`config.mk`:
```
export PLATFORM = sky130hd
export DESIGN_NAME = axi_lite_regfile
export DESIGN_NICKNAME = d
export VERILOG_FILES = /design/src/rtl/axi_lite_regfile.sv
export SDC_FILE = /design/constraint.sdc
export NUM_CORES = 1
export LEC_CHECK = 0
export BUFFER_PORTS_ARGS = -buffer_cell sky130_fd_sc_hd__buf_4
export CAP_MARGIN = 15
export CORE_AREA = 2 2 265 267
export CTS_BUF_LIST = sky130_fd_sc_hd__clkbuf_8
export DETAILED_ROUTE_END_ITERATION = 6
export DIE_AREA = 0 0 267 269
export GPL_ROUTABILITY_DRIVEN = 1
export PLACE_DENSITY_LB_ADDON = 0.12
export SETUP_SLACK_MARGIN = 0.02
export SYNTH_ARGS = -nofsm -noshare
export SYNTH_HDL_FRONTEND = slang
export SYNTH_SLANG_ARGS = --single-unit
```
`constraint.sdc`:
```
create_clock -name aclk -period 17.2 [get_ports aclk]
set_clock_uncertainty 0.05 [all_clocks]
set_input_delay 0 -clock aclk [delete_from_list [all_inputs] [get_ports aclk]]
set_output_delay 0 -clock aclk [all_outputs]
set_load 0.05 [all_outputs]
```
`src/rtl/axi_lite_regfile.sv`:
```
`default_nettype none
// ============================================================================
//  Module   : axi_lite_regfile
//  Purpose  : AXI4-Lite responder exposing NUM_REGS 32-bit read/write control
//             registers with byte strobes, a flat register output vector and
//             per-register write pulses. The write and read paths are
//             independent, so one of each may be in flight at the same time.
//  Options  : AXI_REGFILE_PRIV_EN - when defined, unprivileged accesses
//             (awprot[0]/arprot[0] = 0) are rejected with SLVERR.
//  Revision : 1.0 - initial release
// ============================================================================
module axi_lite_regfile #(
    parameter int                    ADDR_WIDTH = 32,
    parameter int                    NUM_REGS   = 16,
    parameter logic [ADDR_WIDTH-1:0] BASE_ADDR  = '0
) (
    input  logic                     aclk,
    input  logic                     areset,
    // write address channel
    input  logic [ADDR_WIDTH-1:0]    awaddr,
    input  logic [2:0]               awprot,
    input  logic                     awvalid,
    output logic                     awready,
    // write data channel
    input  logic [31:0]              wdata,
    input  logic [3:0]               wstrb,
    input  logic                     wvalid,
    output logic                     wready,
    // write response channel
    output logic [1:0]               bresp,
    output logic                     bvalid,
    input  logic                     bready,
    // read address channel
    input  logic [ADDR_WIDTH-1:0]    araddr,
    input  logic [2:0]               arprot,
    input  logic                     arvalid,
    output logic                     arready,
    // read data channel
    output logic [31:0]              rdata,
    output logic [1:0]               rresp,
    output logic                     rvalid,
    input  logic                     rready,
    // fabric side
    output logic [32*NUM_REGS-1:0]   regs,
    output logic [NUM_REGS-1:0]      wr_pulse
);

    localparam int         c_idx_w  = (NUM_REGS > 1) ? $clog2(NUM_REGS) : 1;
    localparam int         c_cmp_w  = ADDR_WIDTH + 10;
    localparam logic [1:0] c_okay   = 2'b00;
    localparam logic [1:0] c_slverr = 2'b10;

    localparam logic [0:0] c_w_idle = 1'b0;
    localparam logic [0:0] c_w_resp = 1'b1;
    localparam logic [0:0] c_r_idle = 1'b0;
    localparam logic [0:0] c_r_data = 1'b1;

    // Address is in range when it lies at or above BASE_ADDR and the word
    // index falls below NUM_REGS; the compare is widened so NUM_REGS never
    // truncates for narrow address buses.
    function automatic logic addr_in_range(input logic [ADDR_WIDTH-1:0] a);
        logic [ADDR_WIDTH-1:0] off;
        off = a - BASE_ADDR;
        return (a >= BASE_ADDR) && (c_cmp_w'(off >> 2) < c_cmp_w'(NUM_REGS));
    endfunction

    function automatic logic [c_idx_w-1:0] addr_index(input logic [ADDR_WIDTH-1:0] a);
        logic [ADDR_WIDTH-1:0] off;
        off = a - BASE_ADDR;
        return c_idx_w'(off >> 2);
    endfunction

    // ------------------------------------------------------------------
    // Write path state
    // ------------------------------------------------------------------
    logic [0:0]             r_wstate;
    logic                   r_awready;
    logic                   r_wready;
    logic                   r_bvalid;
    logic [1:0]             r_bresp;
    logic                   r_aw_held;
    logic [ADDR_WIDTH-1:0]  r_aw_addr;
    logic [2:0]             r_aw_prot;
    logic                   r_w_held;
    logic [31:0]            r_w_data;
    logic [3:0]             r_w_strb;

    logic                   w_aw_hs;
    logic                   w_w_hs;
    logic                   w_commit;
    logic [ADDR_WIDTH-1:0]  w_wr_addr;
    logic [2:0]             w_wr_prot;
    logic [31:0]            w_wr_data;
    logic [3:0]             w_wr_strb;
    logic                   w_wr_ok;
    logic [c_idx_w-1:0]     w_wr_idx;
    logic                   w_aw_held_nxt;
    logic                   w_w_held_nxt;
    logic                   w_bvalid_nxt;

    // Merge held and live channel contents and decide whether a write commits.
    always_comb begin
        w_aw_hs   = awvalid & r_awready;
        w_w_hs    = wvalid & r_wready;
        w_commit  = (r_wstate == c_w_idle) && (r_aw_held || w_aw_hs) && (r_w_held || w_w_hs);
        w_wr_addr = r_aw_held ? r_aw_addr : awaddr;
        w_wr_prot = r_aw_held ? r_aw_prot : awprot;
        w_wr_data = r_w_held  ? r_w_data  : wdata;
        w_wr_strb = r_w_held  ? r_w_strb  : wstrb;
        w_wr_idx  = addr_index(w_wr_addr);
`ifdef AXI_REGFILE_PRIV_EN
        w_wr_ok   = addr_in_range(w_wr_addr) && w_wr_prot[0];
`else
        w_wr_ok   = addr_in_range(w_wr_addr);
`endif
        w_aw_held_nxt = w_commit ? 1'b0 : (r_aw_held | w_aw_hs);
        w_w_held_nxt  = w_commit ? 1'b0 : (r_w_held | w_w_hs);
        if (w_commit) begin
            w_bvalid_nxt = 1'b1;
        end else if (r_bvalid && bready) begin
            w_bvalid_nxt = 1'b0;
        end else begin
            w_bvalid_nxt = r_bvalid;
        end
    end

    // Write FSM: collect AW/W, issue the B response, register the readies.
    always_ff @(posedge aclk or posedge areset) begin
        if (areset) begin
            r_wstate  <= c_w_idle;
            r_awready <= 1'b0;
            r_wready  <= 1'b0;
            r_bvalid  <= 1'b0;
            r_bresp   <= c_okay;
            r_aw_held <= 1'b0;
            r_aw_addr <= '0;
            r_aw_prot <= '0;
            r_w_held  <= 1'b0;
            r_w_data  <= '0;
            r_w_strb  <= '0;
        end else begin
            r_awready <= !w_aw_held_nxt && !w_bvalid_nxt;
            r_wready  <= !w_w_held_nxt && !w_bvalid_nxt;
            r_aw_held <= w_aw_held_nxt;
            r_w_held  <= w_w_held_nxt;
            if (w_aw_hs) begin
                r_aw_addr <= awaddr;
                r_aw_prot <= awprot;
            end
            if (w_w_hs) begin
                r_w_data <= wdata;
                r_w_strb <= wstrb;
            end
            case (r_wstate)
                c_w_idle: begin
                    if (w_commit) begin
                        r_wstate <= c_w_resp;
                        r_bvalid <= 1'b1;
                        r_bresp  <= w_wr_ok ? c_okay : c_slverr;
                    end
                end
                c_w_resp: begin
                    if (bready) begin
                        r_wstate <= c_w_idle;
                        r_bvalid <= 1'b0;
                    end
                end
                default: begin
                    r_wstate <= c_w_idle;
                    r_bvalid <= 1'b0;
                end
            endcase
        end
    end

    // ------------------------------------------------------------------
    // Register storage, one block per register
    // ------------------------------------------------------------------
    logic [32*NUM_REGS-1:0] w_regs_flat;

    for (genvar i = 0; i < NUM_REGS; i++) begin : g_regs
        localparam logic [c_idx_w-1:0] c_my_idx = c_idx_w'(i);
        logic [31:0] r_reg;
        logic        r_pulse;

        // Apply strobed bytes on an accepted write and flag the write.
        always_ff @(posedge aclk or posedge areset) begin
            if (areset) begin
                r_reg   <= '0;
                r_pulse <= 1'b0;
            end else begin
                r_pulse <= w_commit && w_wr_ok && (w_wr_idx == c_my_idx);
                if (w_commit && w_wr_ok && (w_wr_idx == c_my_idx)) begin
                    for (int k = 0; k < 4; k++) begin
                        if (w_wr_strb[k]) begin
                            r_reg[8*k +: 8] <= w_wr_data[8*k +: 8];
                        end
                    end
                end
            end
        end

        assign w_regs_flat[32*i +: 32] = r_reg;
        assign wr_pulse[i]             = r_pulse;
    end

    assign regs = w_regs_flat;

    // ------------------------------------------------------------------
    // Read path
    // ------------------------------------------------------------------
    logic [0:0]          r_rstate;
    logic                r_arready;
    logic                r_rvalid;
    logic [31:0]         r_rdata;
    logic [1:0]          r_rresp;

    logic                w_ar_hs;
    logic                w_rd_ok;
    logic [c_idx_w-1:0]  w_rd_idx;

    // Decode the read address presented this cycle.
    always_comb begin
        w_ar_hs  = arvalid & r_arready;
        w_rd_idx = addr_index(araddr);
`ifdef AXI_REGFILE_PRIV_EN
        w_rd_ok  = addr_in_range(araddr) && arprot[0];
`else
        w_rd_ok  = addr_in_range(araddr);
`endif
    end

    // Read FSM: sample the register (pre-write value on a same-cycle commit)
    // and hold the R beat until the master accepts it.
    always_ff @(posedge aclk or posedge areset) begin
        if (areset) begin
            r_rstate  <= c_r_idle;
            r_arready <= 1'b0;
            r_rvalid  <= 1'b0;
            r_rdata   <= '0;
            r_rresp   <= c_okay;
        end else begin
            case (r_rstate)
                c_r_idle: begin
                    if (w_ar_hs) begin
                        r_rstate  <= c_r_data;
                        r_arready <= 1'b0;
                        r_rvalid  <= 1'b1;
                        r_rdata   <= w_rd_ok ? w_regs_flat[{w_rd_idx, 5'b00000} +: 32] : 32'h0;
                        r_rresp   <= w_rd_ok ? c_okay : c_slverr;
                    end else begin
                        r_arready <= 1'b1;
                    end
                end
                c_r_data: begin
                    if (rready) begin
                        r_rstate  <= c_r_idle;
                        r_rvalid  <= 1'b0;
                        r_arready <= 1'b1;
                    end
                end
                default: begin
                    r_rstate  <= c_r_idle;
                    r_rvalid  <= 1'b0;
                    r_arready <= 1'b0;
                end
            endcase
        end
    end

    assign awready = r_awready;
    assign wready  = r_wready;
    assign bvalid  = r_bvalid;
    assign bresp   = r_bresp;
    assign arready = r_arready;
    assign rvalid  = r_rvalid;
    assign rdata   = r_rdata;
    assign rresp   = r_rresp;

    // Protection bits that carry no meaning in this build.
    logic w_unused;
    assign w_unused = ^{awprot, arprot, w_wr_prot};

endmodule
`default_nettype wire

```
== Yosys cells after proc, flatten, opt, wreduce, memory -nomap -nowiden ==
Cells that the tools add are included.

* Register bits: 641
* Input port bits: 113

* Magnitude comparators: 4
* Equality and inequality tests: 19
* Shift operators: 1
* Muxes and demuxes: 25
* Bitwise gates (word level): 7
* Reductions and logical operators: 98

{| class="wikitable"
|+ Operators by type and width
! operator !! number
|-
| $shiftx 512x10->32 || 1
|-
| $reduce_and 2->1 || 68
|-
| $mux 32 || 3
|-
| $ge 32x1->1 const B || 2
|-
| $lt 30x5->1 const B || 2
|-
| $eq 4x4->1 const B || 8
|-
| $logic_and 1x1->1 || 24
|-
| $eq 4x3->1 const B || 4
|-
| $mux 1 || 14
|-
| $pmux 1 s2 || 5
|-
| $eq 4x2->1 const B || 2
|-
| $ne 2x2->1 const B || 4
|-
| $eq 4x1->1 const B || 1
|-
| $logic_not 4->1 || 1
|-
| $mux 2 || 2
|-
| $mux 4 || 1
|-
| $and 1x1->1 || 3
|-
| $logic_not 1->1 || 3
|-
| $logic_or 1x1->1 || 2
|-
| $not 1->1 || 2
|-
| $or 1x1->1 || 2
|}

== Depth between registers and ports, before layout ==
Gate-level depths: netlist of run 1.

* Depth after elaboration: 7
* Mapped depth: 9
* Gate-level depth less buffers: 5

== Worst setup path before layout of run 1 ==
OpenSTA, ideal clock, no wires.

* Path type: flip-flop to flip-flop
* From: register r_wready (netlist: wready)
* To: register g_regs[6].r_reg[0]
* Setup time: 0.125 ns
* Arrival time: 2.481 ns
* Setup slack: 14.544 ns
* Cell stages (with the launch flop): 8
* Path buffers: 2
* Cell sequence: dfrtp_1 > a21oi_1 > or2_1 > buf_2 > nor3_2 > buf_2 > nand3_1 > mux2_2

* Longest elaborated chain between the ends: 6

{| class="wikitable"
|+ Ends and longest elaborated chain
! element !! RTL line !! source
|-
| from (decl) || 78 || <nowiki>logic r_wready;</nowiki>
|-
| from (signal assigned) || 143 || <nowiki>r_wready <= !w_w_held_nxt && !w_bvalid_nxt;</nowiki>
|-
| $and 1x1->1 || 104 || <nowiki>w_w_hs = wvalid & r_wready;</nowiki>
|-
| $logic_or 1x1->1 || 105 || <nowiki>w_commit = (r_wstate == c_w_idle) && (r_aw_held || w_aw_hs) && (r_w_held || w_w_hs);</nowiki>
|-
| $logic_and 1x1->1 || 105 ||
|-
| $logic_and 1x1->1 (2 in a row) || 193 || <nowiki>if (w_commit && w_wr_ok && (w_wr_idx == c_my_idx)) begin</nowiki>
|-
| $reduce_and 2->1 (no source line) || - ||
|-
| to (signal, indexed assignment) || 196 || <nowiki>r_reg[8*k +: 8] <= w_wr_data[8*k +: 8];</nowiki>
|-
| to (decl) || 183 || <nowiki>logic [31:0] r_reg;</nowiki>
|}

Every way passes these cells.
A chain may end at the register's enable or synchronous reset.

== Worst setup path in the final report of run 1 ==
* From: register r_w_held
* To: register g_regs[6].r_reg[10]

* Longest elaborated chain between the ends: 5
* Elaborated cells between the ends (all ways): 7
* Classes of those cells: 2 x mux; 5 x reduce/logical

{| class="wikitable"
|+ Ends and longest elaborated chain
! element !! RTL line !! source
|-
| from (decl) || 84 || <nowiki>logic r_w_held;</nowiki>
|-
| from (signal assigned) || 145 || <nowiki>r_w_held <= w_w_held_nxt;</nowiki>
|-
| $logic_or 1x1->1 || 105 ||
|-
| $logic_and 1x1->1 || 105 ||
|-
| $logic_and 1x1->1 (2 in a row) || 193 ||
|-
| $reduce_and 2->1 (no source line) || - ||
|}

Parallel ways exist; a longest one is shown, timed or not.

==> metrics.txt, run 1 <==
core area=around 69,000 um2; initial antenna violation count=9; Max clock buf depth=3; DR WL/cell=between 20 and 30 um; Top-Level Pins=about 680; root buffer cell=clkbuf_8; row count=between 90 and 100; setup TNS=0 ns; CP Capture Type=register; Max Fanout on Critical Path=37; CP Data Required Time=17.73 ns; H-Tree Level Count=3; static leakage=just under 20 nW; relative slew slack=between 20% and 30%; setup repair bufs after CTS=0; RSZ-0062 raised after global routing=no; distinct cell type count after synthesis=46; area leader, netlist=dfrtp_1; Mapped Cells=between 1,500 and 2,000; Synth async-reset ratio=between 90% and 100%; utilization after layout=a little under three fifths; Crit Path Class=register to register; Total Power Consumption=between 3 and 4 mW; Final Slew Violations=0; CTS tree=done; Die H=269 um; Yosys top cell area share=around 56%; number of global-route vias before repair=~21,000; clock sink count=about 640; Initial Utilization=between 40% and 50%; Total Routing Usage GR=roughly 28%; Post-synth EDFFs=0; largest net degree at the start of global routing=about 180; Fill cells=roughly 5,700; syn avg cell area=between 15 and 20 um2; crit path time final=4.254 ns; CTS Buf Count=~110; Fmax=roughly 0.24 GHz; peak supply drop=59.93 uV; routed vias=between 20,000 and 25,000; count leader, synth=dfrtp_1; cell area after synthesis=between 20,000 and 30,000 um2; drt initial violations=1,027; Routed Antenna Nets=0; Area Overhead vs Synth=33.82%; Post-synth top flop=dfrtp_1; routed vias/inst=roughly 5.6; HP Class=primary input to register; FF+latch count, synth=~640; Pre-antenna DRT Iters=7; Final Hold Viols=0; gp weighted congestion=0.8653; Final setup viols=0; top cells by count, synth=dfrtp_1 (637), mux2_2 (584), mux4_2 (128); final wirelength=around 100,000 um; pwr dens=a little under 100 nW/um2; Setup crit start kind=register; Worst EP arrival=between 4 and 5 ns; status=completed; Max Cap Viol=0; port bufs=669; top cells by area, synth=dfrtp_1 (56%), mux2_2 (23%), mux4_2 (10%), a22oi_1 (1.8%), nand3_2 (1.0%); layout cells sized above 1=between 50% and 60%; DRC=0; die area=between 70,000 and 80,000 um2; post-synthesis sequential area ratio=a little under three fifths; Hold Path Stages=3; clock transition at the registers of the reported paths=0.06 ns; R2R cell count=5; die width=~270 um; Ys Warns=0; final net count=roughly 2,800; grt total ovfl=0; Final HPWL DP=~70,000 um; max reg flops=512; Worst-Margin Slew=1.172 ns; fin crit share=roughly a quarter; first-pass GRT wire length=around 150,000 um; worst-skew pair later-pin latency=0.71 ns
## critical path, stage by stage (launching register included)
cell and delay [ns]:
dfrtp_4 0.92, a21oi_1 0.15, or2_1 0.59, nor3_4 0.96, nand3_1 0.86, mux2_2 0.54
## kinds of logic after synthesis
family	Yosys count	share of synthesized area, %
mux	740	34.13
flops	637	55.70
simple gates	195	4.018
buf+inv	136	2.090
compound gates	133	4.048
other cells	1	0.01310
## timing repair
item / 4_1_cts / 5_1_grt
endpoints found under the hold margin: 686 / 0
hold buffers: 143 / 0
gates resized for setup: 0 / 0
## power breakdown
group | internal, mW | switching (mW)
Clock | 0.783 | 0.647
Sequential | 1.59 | 0.0770
Combinational | 0.241 | 0.374
## path summary, 6_finish.rpt
path | startpoint | to | slack, ns
max in group asynchronous | areset | g_regs[12].r_reg[7] | 13.24
worst min register to register | bresp[1] | bresp[1] | 0.45
worst max-delay path | r_w_held | g_regs[6].r_reg[10] | 12.95
min in group asynchronous | areset | g_regs[10].r_reg[27] | 0.47
worst min-delay path | wdata[28] | r_w_data[28] | 0.07
worst max register to register | r_w_held | g_regs[6].r_reg[10] | 12.95
## routing by layer
layer,up-vias,global-route usage [%],wire length [um],share of wire [%]
li1,8649,-,-,-
met1,10970,35.74,40970,40
met2,750,46.39,50360,49
met3,204,7.269,7479,7.3
met4,4,11.48,4068,4.0
met5,-,0,26,0.025
## placed cells by master (no fill, tap or decap), types with 8 or more instances in the layout
| cell | count |
|---|---|
| mux4_2 | 128 |
| nor2_1 | 31 |
| clkbuf_8 | 146 |
| mux2_2 | 584 |
| nand3_1 | 27 |
| a22oi_1 | 67 |
| mux2_1 | 24 |
| nor3_1 | 8 |
| nand4_1 | 8 |
| dlygate4sd3_1 | 143 |
| buf_4 | 689 |
| a22o_1 | 32 |
| nand3_2 | 31 |
| dfrtp_1 | 636 |
| nor4_1 | 13 |
| clkinv_2 | 18 |
| nand2_1 | 42 |
| inv_1 | 36 |
## metrics by stage
stage | cell area [um2] | hold slack [ns] | cells | setup WS, ns
floorplan | 28630 | 0.04645 | 1843 | 8.449
global placement | 34550 | 0.04758 | 3347 | 13.00
detailed placement | 34550 | 0.05780 | 3347 | 12.97
CTS | 38280 | 0.001113 | 3689 | 12.95
global route | 38300 | 0.04025 | 3696 | 12.65
finish | 38300 | 0.07053 | 3696 | 12.95
## cell type report
cell class	instances	area, um2	share of cell area, %
flip-flops and latches	637	15940	41.63
multi-input cells	1070	12180	31.79
repair buffers	835	6649	17.36
clock buffers	145	1996	5.211
well taps	940	1176	3.071
clock inverters	54	306.5	0.8004
inverters	8	33.78	0.08821
diodes	7	17.52	0.04574
Power figures use the tool's default switching activity.
==> run 2: changes to the inputs <==
==> constraint.sdc (replaced) <==
create_clock -name aclk -period 3.7 [get_ports aclk]
set_clock_uncertainty 0.05 [all_clocks]
set_input_delay 0 -clock aclk [delete_from_list [all_inputs] [get_ports aclk]]
set_output_delay 0 -clock aclk [all_outputs]
set_load 0.05 [all_outputs]
==> run 2 against run 1 <==
Effect of this change:
- first-iteration DRC count up 20%
- sequential share of layout area fell by 0.37 points
- global-route usage rose by 0.25 points
- sequential power rose to 4.6 times the previous value
- combinational power grew to 4.9 times the previous value
- design area rose by 0.90%
- critical endpoint is now g_regs[10].r_reg[7]
- core utilization up 0.50 points
- largest cell class unchanged
- die area stayed put
==> metrics.txt, run 2 (synthesized netlist as in run 1, its figures left out) <==
most frequent cells in the layout=buf_4 (717), dfrtp_1 (636), mux2_2 (584); grt total ovfl=0 (unchanged); Max Fanout on Critical Path=12 (-68%); Hold Path Stages=3 (unchanged); Final HPWL DP=71,550 um (+2.2%); Routed Antenna Nets=0 (unchanged); crit-path max cell delay=0.70 ns (-0.26 ns); DRC=0 (unchanged); Max clock buf depth=3 (unchanged); CTS Hold Buffers Added=132 (-7.7%); Worst-Margin Slew=1.096 ns (-0.07576 ns); Final setup viols=0 (unchanged); Fmax=0.2954 GHz (+26%); fin worst setup slack=0.3151 ns (-12.63 ns); worst-skew pair later-pin latency=0.69 ns (-0.02 ns); Hold Slack=0.07568 ns (+0.005152 ns); HP Class=primary input to register; Pre-antenna DRT Iters=5 (-2); Fill cells=5,768 (+0.82%); layout cells sized above 1=60.63% (+0.75 points); number of global-route vias before repair=21,810 (+1.8%); CP Data Required Time=4.22 ns (-13.51 ns); Total Power Consumption=17.38 mW (+370%); pwr dens=449.7 nW/um2 (+360%); Setup crit start kind=register; most common cell after layout, fill and taps aside=buf_4; Design Area, Final=38,640 um2 (+0.90%); CTS tree=done; drt initial violations=1,235 (+20%); critical-path cell list=or4_1 > or3_1 > a211oi_2 > nand3_1 > mux2_2; Post-CTS Resized=0 (unchanged); Crit Path Class=register to register; setup repair bufs after CTS=0 (unchanged); Worst EP arrival=3.90 ns (-0.88 ns); routed vias=20,640 (+0.31%); Area Overhead vs Synth=35.02%; R2R cell count=5 (unchanged); Final Hold Viols=0 (unchanged); DR WL/cell=27.93 um (+0.30%); pre-CTS setup slack=0.2980 ns (-12.67 ns); fin crit share=91.48% (+67 points); clock sink count=637 (unchanged); root buffer cell=clkbuf_8; Buf/Inv on CP=0 (unchanged); CTS Buf Count=108 (-2.7%); clock transition at the registers of the reported paths=0.06 ns (about the same); CP Capture Type=register; RSZ-0062 raised after global routing=no; H-Tree Level Count=3 (unchanged); port bufs=669 (unchanged); max reg flops=512 (unchanged); static leakage=19.59 nW (+0.96%); final net count=2,801 (+0.90%); status=completed; first-pass GRT wire length=149,500 um (+1.0%); crit path time final=3.385 ns (-0.8694 ns); CP max-delay cell=or3_1; die width=267 um (unchanged); Initial Utilization=41.30% (unchanged); Post-DP Area=34,960 um2 (+1.2%); routed vias/inst=5.548 (-0.34%); Final Slew Violations=0 (unchanged); Max Cap Viol=0 (unchanged); core area=69,300 um2 (unchanged); initial antenna violation count=7 (-2); utilization after layout=55.76% (+0.50 points); Worst path top cell family by delay=simple AND/OR/NAND/NOR gates; final wirelength=103,900 um (+0.95%); Top-Level Pins=682 (unchanged); Die H=269 um (unchanged); relative slew slack=26.94% (+5.1 points); row count=97 (unchanged); gp weighted congestion=0.8748 (+1.1%); largest net degree at the start of global routing=125 (-30%); Crit path depth=5 (unchanged); die area=71,820 um2 (unchanged); Total Routing Usage GR=28.48% (+0.25 points); peak supply drop=283.7 uV (+370%)
[run 2: cell types whose count changed in the layout (fill, tap and decap cells not counted), moves of 2 or more]
cell	change
clkinv_2	-7
clkbuf_8	+5
buf_4	+28
buf_12	+11
dlygate4sd3_1	-11
diode_2	-3
inv_8	-2
[run 2: final cells by class]
| type | count | area, um2 | share of cell area (%) |
|---|---|---|---|
| antenna | 4 | 10.01 | 0.02590 |
| clock buffer | 150 | 2064 | 5.343 |
| clock inverter | 48 | 269.0 | 0.6962 |
| inverter | 8 | 33.78 | 0.08742 |
| multi-input combinational | 1070 | 12180 | 31.51 |
| sequential | 637 | 15940 | 41.26 |
| tap | 940 | 1176 | 3.044 |
| timing repair buffer | 863 | 6969 | 18.04 |
[run 2: path summary, 6_finish.rpt]
path	startpoint	endpoint	slack [ns]
max	r_aw_held	g_regs[10].r_reg[7]	0.32
min	wdata[19]	r_w_data[19]	0.08
max reg2reg	r_aw_held	g_regs[10].r_reg[7]	0.32
min reg2reg	rvalid	rvalid	0.44
max in group asynchronous	areset	g_regs[12].r_reg[20]	1.87
min in group asynchronous	areset	g_regs[8].r_reg[28]	0.56
[run 2: through the flow]
stage | setup TNS [ns] | instances
after global placement | 0 | 3385
final | 0 | 3720
after global routing | 0 | 3720
after CTS | 0 | 3715
after floorplan | -3217.34 | 1843
after detailed placement | 0 | 3385
[run 2: where the power goes]
part           internal, mW  switching (mW)
sequential             7.39           0.283
combinational          1.18            1.83
clock                  3.73            2.96
total                  12.3            5.08
[run 2: layer usage]
metal  vias up  GRT usage, %  wire, um  part of all wire, %
met4         4         10.66      3685                  3.5
li1       8708             -         -                    -
met2       764         47.87     51470                   50
met1     10970         35.70     41260                   40
met5         -             0        23                0.022
met3       193         7.041      7442                  7.2
[run 2: worst min-delay path, cell delays in order]
cell and delay (ns):
dlygate4sd3_1 0.54, buf_4 0.11, mux2_2 0.13
==> run 3: changes to the inputs <==
--- a/config.mk
+++ b/config.mk
@@ -7,10 +7,9 @@
 export LEC_CHECK = 0
 export BUFFER_PORTS_ARGS = -buffer_cell sky130_fd_sc_hd__buf_4
 export CAP_MARGIN = 15
-export CORE_AREA = 2 2 265 267
-export CTS_BUF_LIST = sky130_fd_sc_hd__clkbuf_8
+export CORE_AREA = 2 2 268 270
 export DETAILED_ROUTE_END_ITERATION = 6
-export DIE_AREA = 0 0 267 269
+export DIE_AREA = 0 0 270 272
 export GPL_ROUTABILITY_DRIVEN = 1
 export PLACE_DENSITY_LB_ADDON = 0.12
 export SETUP_SLACK_MARGIN = 0.02
==> run 3 against run 2 <==
Effect of this change:
- core utilization decreased by 2.0 points
- worst hold slack lost 0.050 ns
- maximum frequency is 2.7% higher
- global-route usage shrank 0.39 points
- design area fell by 1.5%
- register-to-register slack better by 0.09 ns
- sequential cell count stayed put
- first-iteration DRC count increased by 11%
- count of clock-buffer cells in the layout shrank 39
- cell count shrank 3.3%
- setup slack gained 0.089 ns
- critical path depth increased by 1
- critical endpoint is now g_regs[6].r_reg[17]
- largest cell class unchanged
==> metrics.txt, run 3 (synthesized netlist as in run 1, its figures left out) <==
CP startpoint=r_aw_held; largest net degree at the start of global routing=131 (+4.8%); Hold Slack=0.02524 ns (-0.05044 ns); Initial Utilization=40.45% (-0.85 points); CTS Buf Count=73 (-32%); critical-path cell list=or4_1 > or3_1 > buf_4 > a211oi_2 > nand3_1 > mux2_2; Final HPWL DP=72,450 um (+1.3%); first-pass GRT wire length=150,800 um (+0.86%); Setup crit start kind=register; HP Class=primary input to async pin; Post-CTS Resized=0 (unchanged); most common cell after layout, fill and taps aside=buf_4; relative slew slack=21.29% (-5.6 points); Fmax=0.3034 GHz (+2.7%); grt total ovfl=0 (unchanged); root buffer cell=clkbuf_16; Final Slew Violations=0 (unchanged); worst-skew pair later-pin latency=0.60 ns (-0.09 ns); Routed Antenna Nets=0 (unchanged); most frequent cells in the layout=buf_4 (715), dfrtp_1 (636), mux2_2 (584); Final setup viols=0 (unchanged); max reg flops=512 (unchanged); Crit Path Class=register to register; DRC=0 (unchanged); Buf/Inv on CP=1 (+1); Die H=272 um (+1.1%); pwr dens=461.2 nW/um2 (+2.6%); core area=70,750 um2 (+2.1%); H-Tree Level Count=3 (unchanged); number of global-route vias before repair=21,160 (-3.0%); Total Routing Usage GR=28.10% (-0.39 points); CP Data Required Time=4.12 ns (-0.10 ns); die area=73,440 um2 (+2.3%); Final Hold Viols=0 (unchanged); Top-Level Pins=682 (unchanged); Worst EP arrival=3.72 ns (-0.18 ns); CP Capture Type=register; routed vias=20,210 (-2.1%); initial antenna violation count=4 (-3); layout cells sized above 1=61.23% (+0.61 points); clock sink count=637 (unchanged); final net count=2,704 (-3.5%); FF-to-FF Start=r_aw_held; peak supply drop=294.3 uV (+3.7%); Max Cap Viol=0 (unchanged); static leakage=19.16 nW (-2.2%); CP max-delay cell=nand3_1; Pre-antenna DRT Iters=5 (unchanged); status=completed; routed vias/inst=5.619 (+1.3%); RSZ-0062 raised after global routing=no; Max Fanout on Critical Path=12 (unchanged); die width=270 um (+1.1%); utilization after layout=53.78% (-2.0 points); Area Overhead vs Synth=32.95%; port bufs=669 (unchanged); crit path time final=3.296 ns (-0.08932 ns); Max clock buf depth=3 (unchanged); gp weighted congestion=0.8596 (-1.7%); setup repair bufs after CTS=0 (unchanged); crit-path max cell delay=0.58 ns (-0.12 ns); clock transition at the registers of the reported paths=0.06 ns (about the same); final wirelength=104,200 um (+0.28%); Worst path top cell family by delay=simple AND/OR/NAND/NOR gates; fin crit share=89.07% (-2.4 points); row count=98 (+1.0%); Worst-Margin Slew=1.178 ns (+0.08222 ns); DR WL/cell=28.96 um (+3.7%); drt initial violations=1,367 (+11%); CTS tree=done
run 3: cell count changes in the layout (fill, tap and decap cells not counted), moves of 3 or more:
cell,change
clkbuf_8,-133
clkbuf_16,+75
dlygate4sd3_1,-60
inv_1,-30
clkbuf_1,+19
clkinv_2,-3
run 3: worst reg2reg max path, delay by kind of cell (launching register included):
| family | cells | cell delay, ns |
|---|---|---|
| muxes | 1 | 0.49 |
| buffers and inverters | 1 | 0.31 |
| AOI/OAI and AO/OA | 1 | 0.35 |
| DFF | 1 | 0.37 |
| and+or+nand+nor | 3 | 1.60 |
run 3: cell type report:
type	instances	area, um2
fillers	5976	32700
flip-flops and latches	637	15940
multi-input cells	1070	12160
repair buffers	801	6354
clock buffers	111	2182
well taps	950	1189
clock inverters	17	180.2
inverters	8	33.78
diodes	3	7.507
run 3: what timing repair did:
item                       in CTS  in global routing
hold endpoints to repair      545                  0
setup endpoints to repair       0                  0
hold buffers                   72                  0
run 3: path summary, 6_finish.rpt:
path	slack, ns	endpoint	cells after the start
worst max-delay path	0.40	g_regs[6].r_reg[17]	6
worst min-delay path	0.03	g_regs[1].r_reg[1]	3
worst max register to register	0.40	g_regs[6].r_reg[17]	6
worst min register to register	0.43	rvalid	2
max in group asynchronous	2.45	g_regs[1].r_reg[24]	5
min in group aclk	0.09	rvalid	4
run 3: report_power, final:
part	total, mW	switching, mW	internal (mW)	leakage [nW]
sequential	7.62	0.230	7.39	8.73
clock	7.15	2.88	4.27	1.16
combinational	2.78	1.84	0.945	9.27
total	17.5	4.95	12.6	19.2
run 3: metrics by stage:
stage / worst slack (ns) / std cells / TNS (ns) / cell area [um2] / power [mW]
after floorplan: -5.051 / 1843 / -3217.34 / 28630 / 9.466
after global placement: 0.4565 / 3394 / 0 / 34960 / 10.36
after detailed placement: 0.4473 / 3394 / 0 / 34960 / 10.47
after CTS: 0.4309 / 3594 / 0 / 38040 / 17.73
after global routing: 0.3184 / 3597 / 0 / 38050 / 18.26
final: 0.4045 / 3597 / 0 / 38050 / 17.55
run 3: routing by layer:
metal  share of wire [%]  up-vias  GRT usage (%)
met1                  40    10710          35.54
met5              0.0067        -              0
met2                  49      773          46.04
li1                    -     8511              -
met4                 4.7        2          12.46
met3                 6.4      212          6.815
